### config.mk
export PLATFORM = sky130hd
export DESIGN_NAME = game_state_controller
export DESIGN_NICKNAME = d
export VERILOG_FILES = /design/src/rtl/game_pkg.sv /design/src/rtl/frame_tick_gen.sv /design/src/rtl/game_state_controller.sv
export SDC_FILE = /design/constraint.sdc
export NUM_CORES = 1
export LEC_CHECK = 0
export BUFFER_PORTS_ARGS = -buffer_cell sky130_fd_sc_hd__clkbuf_2
export CORE_UTILIZATION = 45
export DETAILED_ROUTE_END_ITERATION = 10
export PLACE_DENSITY = 0.63
export SLEW_MARGIN = 10
export SYNTH_ARGS = -nofsm -noshare
export SYNTH_HDL_FRONTEND = slang
export SYNTH_SLANG_ARGS = --single-unit
### constraint.sdc
create_clock -name clk -period 3.27 [get_ports clk]
set_clock_uncertainty 0.2 [all_clocks]
set_input_delay 0.327 -clock clk [delete_from_list [all_inputs] [get_ports clk]]
set_output_delay 0.327 -clock clk [all_outputs]
set_load 0.05 [all_outputs]
### src/rtl/game_pkg.sv
// Shared game constants: FSM state encoding and the vga_sync line used as the frame marker.
package game_pkg;

    typedef enum logic [1:0] {
        IDLE     = 2'd0,
        PLAYING  = 2'd1,
        DYING    = 2'd2,
        GAMEOVER = 2'd3
    } game_state_t;

    // First vertical blanking line of the 640x480 timing.
    localparam int TICK_LINE_DEF = 480;

    localparam int CNT_W = 8;

endpackage

### src/rtl/frame_tick_gen.sv
// One-cycle frame pulse on the first clock where y reaches TICK_LINE.
module frame_tick_gen
    import game_pkg::*;
#(
    parameter int TICK_LINE = TICK_LINE_DEF
) (
    input  logic       clk,
    input  logic       reset_n,
    input  logic [9:0] y,
    output logic       frame_tick
);

    localparam logic [9:0] TICK_Y = 10'(TICK_LINE);

    logic [9:0] y_p0;

    always_ff @(posedge clk or negedge reset_n) begin
        if (!reset_n) begin
            y_p0       <= '0;
            frame_tick <= 1'b0;
        end else begin
            y_p0       <= y;
            frame_tick <= (y == TICK_Y) && (y_p0 != TICK_Y);
        end
    end

endmodule

### src/rtl/game_state_controller.sv
// Game sequencing FSM: idle, playing, frozen after a hit, and blinking game-over with a
// minimum hold before a restart is accepted.
module game_state_controller
    import game_pkg::*;
#(
    parameter int DYING_FRAMES = 60,
    parameter int BLINK_FRAMES = 30,
    parameter int HOLD_FRAMES  = 120,
    parameter int TICK_LINE    = TICK_LINE_DEF
) (
    input  logic       clk,
    input  logic       reset_n,
    input  logic [9:0] x,
    input  logic [9:0] y,
    input  logic       start_btn,
    input  logic       collision,
    output logic       game_en,
    output logic       game_reset,
    output logic       gameover_en,
    output logic [1:0] state,
    output logic       frame_tick
);

    if (DYING_FRAMES < 1 || DYING_FRAMES > 255 ||
        BLINK_FRAMES < 1 || BLINK_FRAMES > 255 ||
        HOLD_FRAMES  < 1 || HOLD_FRAMES  > 255) begin : g_param_check
        $error("game_state_controller: frame parameters must lie in 1..255");
    end

    localparam logic [CNT_W-1:0] DYING_LAST = CNT_W'(DYING_FRAMES - 1);
    localparam logic [CNT_W-1:0] BLINK_LAST = CNT_W'(BLINK_FRAMES - 1);
    localparam logic [CNT_W-1:0] HOLD_MAX   = CNT_W'(HOLD_FRAMES);

    logic unused_x;
    assign unused_x = ^x;

    logic start_p0, start_p1, start_p2, start_edge;

    game_state_t            state_q, state_d;
    logic [CNT_W-1:0]       frame_cnt_q, frame_cnt_d;
    logic [CNT_W-1:0]       blink_cnt_q, blink_cnt_d;
    logic                   blink_phase_q, blink_phase_d;
    logic                   game_reset_d;
    logic                   hold_done;

    frame_tick_gen #(.TICK_LINE(TICK_LINE)) u_frame_tick_gen (
        .clk        (clk),
        .reset_n    (reset_n),
        .y          (y),
        .frame_tick (frame_tick)
    );

    // Start button: two synchroniser flops, then registered rising-edge detect
    always_ff @(posedge clk or negedge reset_n) begin
        if (!reset_n) begin
            start_p0   <= 1'b0;
            start_p1   <= 1'b0;
            start_p2   <= 1'b0;
            start_edge <= 1'b0;
        end else begin
            start_p0   <= start_btn;
            start_p1   <= start_p0;
            start_p2   <= start_p1;
            start_edge <= start_p1 & ~start_p2;
        end
    end

    // Registered count, so a start landing on the hold-completing tick is still refused.
    assign hold_done = (frame_cnt_q == HOLD_MAX);

    always_comb begin
        state_d       = state_q;
        frame_cnt_d   = frame_cnt_q;
        blink_cnt_d   = blink_cnt_q;
        blink_phase_d = blink_phase_q;
        game_reset_d  = 1'b0;
        case (state_q)
            IDLE: begin
                if (start_edge) begin
                    state_d      = PLAYING;
                    game_reset_d = 1'b1;
                end
            end
            PLAYING: begin
                if (collision) begin
                    state_d     = DYING;
                    frame_cnt_d = '0;
                end
            end
            DYING: begin
                if (frame_tick) begin
                    if (frame_cnt_q == DYING_LAST) begin
                        state_d       = GAMEOVER;
                        frame_cnt_d   = '0;
                        blink_cnt_d   = '0;
                        blink_phase_d = 1'b1;
                    end else begin
                        frame_cnt_d = frame_cnt_q + 1'b1;
                    end
                end
            end
            GAMEOVER: begin
                if (frame_tick) begin
                    if (!hold_done) frame_cnt_d = frame_cnt_q + 1'b1;
                    if (blink_cnt_q == BLINK_LAST) begin
                        blink_cnt_d   = '0;
                        blink_phase_d = ~blink_phase_q;
                    end else begin
                        blink_cnt_d = blink_cnt_q + 1'b1;
                    end
                end
                if (start_edge && hold_done) begin
                    state_d      = PLAYING;
                    game_reset_d = 1'b1;
                end
            end
        endcase
    end

    // Outputs are registered from next-state so they align with the state register.
    always_ff @(posedge clk or negedge reset_n) begin
        if (!reset_n) begin
            state_q       <= IDLE;
            frame_cnt_q   <= '0;
            blink_cnt_q   <= '0;
            blink_phase_q <= 1'b0;
            game_en       <= 1'b0;
            game_reset    <= 1'b0;
            gameover_en   <= 1'b0;
        end else begin
            state_q       <= state_d;
            frame_cnt_q   <= frame_cnt_d;
            blink_cnt_q   <= blink_cnt_d;
            blink_phase_q <= blink_phase_d;
            game_en       <= (state_d == PLAYING);
            game_reset    <= game_reset_d;
            gameover_en   <= (state_d == GAMEOVER) && blink_phase_d;
        end
    end

    assign state = state_q;

endmodule

Yosys cells after proc, flatten, opt, wreduce, memory -nomap -nowiden
Cells that the tools add are included.
{ "totals": {"output_inout_bits": 6, "ff_bits": 37} }
{ "classes": {"n_bitwise": 3, "eq_ne": 15, "mux": 25, "n_addsub": 2, "n_reduce_logical": 8} }
{ "ops": {"columns": ["op", "count"], "rows": [
  ["$mux 8", 9],
  ["$pmux 8 s3", 1],
  ["$add 8x1->8 const B", 2],
  ["$pmux 8 s2", 1],
  ["$eq 10x9->1 const B", 1],
  ["$mux 2", 5],
  ["$ne 10x9->1 const B", 1],
  ["$eq 8x5->1 const B", 1],
  ["$eq 8x6->1 const B", 1],
  ["$eq 8x7->1 const B", 1],
  ["$pmux 2 s4", 1],
  ["$eq 2x2->1 const B", 3],
  ["$mux 1", 6],
  ["$ne 2x2->1 const B", 3],
  ["$reduce_and 5->1", 1],
  ["$eq 2x1->1 const B", 2],
  ["$ne 2x1->1 const B", 2],
  ["$pmux 1 s2", 2],
  ["$reduce_and 4->1", 1],
  ["$logic_and 1x1->1", 3],
  ["$reduce_bool 3->1", 1],
  ["$logic_not 2->1", 1],
  ["$not 1->1", 2],
  ["$reduce_bool 2->1", 1],
  ["$and 1x1->1", 1]
]} }

Logic depth before layout (Yosys ltp)
{ "depth": {"word_depth": 6, "ltp_mapped": 7} }

Modules after synthesis
Synthesis repeated with hierarchy kept, for this count alone.
{ "hier_totals": {"cells_unflattened": 167, "hier_area_um2": 1805.5} }
{ "modules_own_cells": {"columns": ["mod", "area_each_um2", "cells_per_inst", "instances"], "rows": [
  ["game_state_controller", 1471.4, 149, 1],
  ["frame_tick_gen", 334.1, 18, 1]
]} }

Worst setup path before layout
OpenSTA, ideal clock, no wires.
{ "synth_path": {"kind": "flip-flop to flip-flop", "startpoint": "reg state_q[0] (netlist: state[0])", "endpoint": "reg frame_cnt_q[5]", "t_required_ns": 2.944, "path_stages_with_launch": 8, "slack_ns": 0.734, "n_path_buf": 1, "setup_time_ns": 0.126, "arrival_ns": 2.209, "path_cell_list": "dfrtp_1 > inv_1 > ha_1 > buf_2 > o21ba_2 > nor3_1 > nand2_1 > a221o_1"} }
{ "synth_between": {"elab_chain_cells": 3, "elab_cells_between_ends": 10, "cone_classes": "eq/ne: 7; mux: 1; reduce/logical: 2"} }
{ "synth_rtl": {"columns": ["element", "line", "source"], "rows": [
  ["start: declaration", "game_state_controller.sv:39", "game_state_t state_q, state_d;"],
  ["start signal: assignment", "game_state_controller.sv:131", "state_q <= state_d;"],
  ["$eq 2x2->1 / $eq 2x1->1 (equally long branches)", "game_state_controller.sv:77", "case (state_q)"],
  ["$ne 2x1->1 (no source line) (tied with other cells)", null, null],
  ["$reduce_and 5->1 (no source line)", null, null],
  ["end signal: assignment", "game_state_controller.sv:132", "frame_cnt_q <= frame_cnt_d;"],
  ["end: declaration", "game_state_controller.sv:40", "logic [CNT_W-1:0] frame_cnt_q, frame_cnt_d;"]
]} }
Parallel ways exist; a longest one is shown, timed or not.
A chain may end at the register's enable or synchronous reset.

Final worst setup path
Ends and elaborated chain as after synthesis.

==> impl_metrics.toml <==
[setup_path]
path_cells = "inv_1 > ha_1 > o21ba_2 > nor3_1 > nand2_1 > a221o_1"
timing.rr.end = "frame_cnt_q[5]"
start_kind = "flip-flop"
critical_path_class = "reg2reg"
cp_max_fo = 8
slowest_delay_ps = 430
slowest_stage = "dfrtp_1"
r2r_cells = 6
critPathRequiredTime_ps = 3250
ff2ff_setup_slack_ps = 860
critPathCaptureType = "flip-flop"
worstReg2RegStart = "state[0]"
cp.arrival_ps = 2390

[cts]
max-clock-path-buffers = 2
htree_levels = 2
cts_tree = "done"
worstSkewPairLatency_ps = 300
post_cts_buffers = 0
clk_pin_slew_worst_paths_ps = 80
ctsResizeCount = 0
cts_buffers = 5
cts.sinks = 37
root_buffer = "clkbuf_8"

[placed_design]
place_ws_ps = 842
placed_area_sq_um = 2010
place_hpwl_mm = 2.87
port_buffers = 19
routabilityCongestion = 0.842

[sta]
setup_viol = 0
worst_pin_slew_ps = 885
final-hold-violation-count = 0
worst_slack_ps = 865
rsz0062_at_grt = "no"
clock.fmax_mhz = 416
finalHoldWorstSlack_ps = 158
fin_crit_sh = 0.736
timing.slew.headroom = 0.410
period_needed_ps = 2410
fin_setup_tns_ps = 0
report.final.slew_viol_count = 0

[die]
ios = 30
core_area_sq_um = 4000
die-area_sq_um = 4430
die_width_microns = 66.5
start_util = 0.469
die_y_microns = 66.5
fp-row-count = 23

[global_route]
grt_max_degree = 38
grt_usage = 0.215
first_global_vias = 1596
grt_pass1_wl_mm = 6.97
antenna_found_initial = 0
grt_overflow = 0

[logic_synthesis]
synth_top_family_by_area = "simple AND/OR/NAND/NOR gates"
synth.area.mux_share = 0.00601
synth_compound_gate_area_share = 0.187
synth_cells = 175
synthesis.area_sq_um = 1870
synth-edff-count = 0
synth-async-reset-ratio = 1.00
synth_nets = 208
ys_ff_latch = 37
synthAdderAreaFrac = 0.0601
ys_seq_area_frac = 0.494
synth_ff_type = "dfrtp_1"
synth-simple-area-share = 0.220
synth_cell_types = 50
synth_warnings = 0
syn_avg_cell_area_sq_um = 10.7
synth_xor_area_frac = 0

[hold_path]
hold_end = "start_p1"
min_from = "start_p0"
worstHoldPathCells = 0
min_path_type = "reg2reg"

[routing]
vias_per_cell = 5.80
drc = 0
final_antenna_net_count = 0
routed-wl-met2_mm = 2.06
top_layer_used = "met4"
drt-total-wl_mm = 4.01
m1WireLength_mm = 1.75
num_vias = 1514
avgRoutedWirePerCell_microns = 15.4
drt_iter0_drc = 143
first_pass_iters = 4
wl_met3_microns = 126

[cells_and_area]
nNetsFinal = 243
multi_input_area_sq_um = 887
diodes = 0
fillers = 363
area_growth_pct = 18.4
regArea_sq_um = 926
fin_util = 0.555
postLayoutCellArea_sq_um = 2220
drive_above_1_share = 0.175

[flow_run]
drv_cap = 0

[power_and_ir_drop]
cellPowerDensity_nw_per_um2 = 384
power_leakage_nw = 0.967
vdd_drop_max_mv = 0.286

[outcome]
outcome = "complete, no violations"
==> power breakdown <==
part	switching (mW)	leakage [nW]	internal [mW]
registers	0.0127	0.471	0.471
clock network	0.172	0.0445	0.151
logic	0.0217	0.452	0.0244
==> synthesized netlist by cell type (all sizes together), types with 3 or more instances <==
cell / count / area [sq um]
nor4: 8 / 56.3
o22a: 5 / 45.0
buf: 3 / 23.8
nor2: 3 / 11.3
nand3: 6 / 30.0
a21o: 3 / 22.5
nor3: 12 / 60.1
ha: 9 / 113
o21ai: 9 / 45.0
dfrtp: 37 / 926
a211oi: 3 / 32.5
inv: 10 / 37.5
nand2: 16 / 60.1
nor3b: 3 / 22.5
a21oi: 8 / 40.0
==> per-stage QoR <==
step	power (mW)	cells
finish	0.853	261
global route	0.889	261
CTS	0.863	261
detailed placement	0.528	241
global placement	0.526	241
floorplan	0.504	175
==> logic make-up after synthesis <==
logic type / after synthesis
AO/OA/AOI/OAI: 46
adder cells (fa/ha/maj): 9
flip-flops: 37
buffers and inverters: 13
AND/OR/NAND/NOR: 69
multiplexers: 1
==> final cells by class <==
cell class	instances	share of cell area
Sequential cell	37	0.417
Multi-Input combinational cell	125	0.400
Timing Repair Buffer	31	0.0970
Clock buffer	5	0.0310
Tap cell	50	0.0282
Inverter	10	0.0169
Clock inverter	3	0.00959
==> state kept, by name, summed over array words and instances, names as in the netlist <==
| name | count |
|---|---|
| start_p0 | 1 |
| u_frame_tick_gen.frame_tick | 1 |
| frame_cnt_q | 8 |
| gameover_en | 1 |
| game_en | 1 |
| blink_cnt_q | 8 |
| game_reset | 1 |
| blink_phase_q | 1 |
| state | 2 |
| start_edge | 1 |
| u_frame_tick_gen.y_p0 | 10 |
| start_p1 | 1 |
| start_p2 | 1 |
==> worst max path at each step <==
stage | end | slack [ps] | cells past startpoint | startpoint
floorplan | frame_cnt_q[5] | 730 | 7 | state[0]
global placement | frame_cnt_q[5] | 910 | 5 | state[1]
detailed placement | frame_cnt_q[5] | 840 | 6 | state[0]
CTS | frame_cnt_q[5] | 820 | 6 | state[0]
global route | frame_cnt_q[3] | 610 | 6 | state[0]
finish | frame_cnt_q[5] | 860 | 6 | state[0]
==> routing by layer <==
| layer | global-route usage | vias to the layer above |
|---|---|---|
| met5 | 0 | - |
| met4 | 0.0984 | 0 |
| met3 | 0.0531 | 6 |
| met2 | 0.365 | 24 |
| met1 | 0.255 | 750 |
| li1 | - | 734 |
==> cell usage in the layout (no fill, tap or decap), drive strengths merged, types with 5 or more instances in the layout <==
| cell | n |
|---|---|
| o21ai | 9 |
| nor4 | 8 |
| nand2 | 16 |
| ha | 9 |
| dlygate4sd3 | 12 |
| inv | 11 |
| nor3 | 12 |
| clkbuf | 24 |
| nand3 | 6 |
| dfrtp | 37 |
| a21oi | 8 |
| o22a | 5 |
==> critical path: cells and delay by family, from the launching register on <==
family	cells	cell delay, ps
compound gates	2	630
fa+ha+maj	1	310
simple gates	2	610
buf+inv	1	120
flops	1	430
==> what timing repair did <==
action                                  CTS  global route
endpoints found under the setup margin    0             0
hold buffers                             12             0
hold endpoints to repair                 48             0
Power figures use the tool's default switching activity.
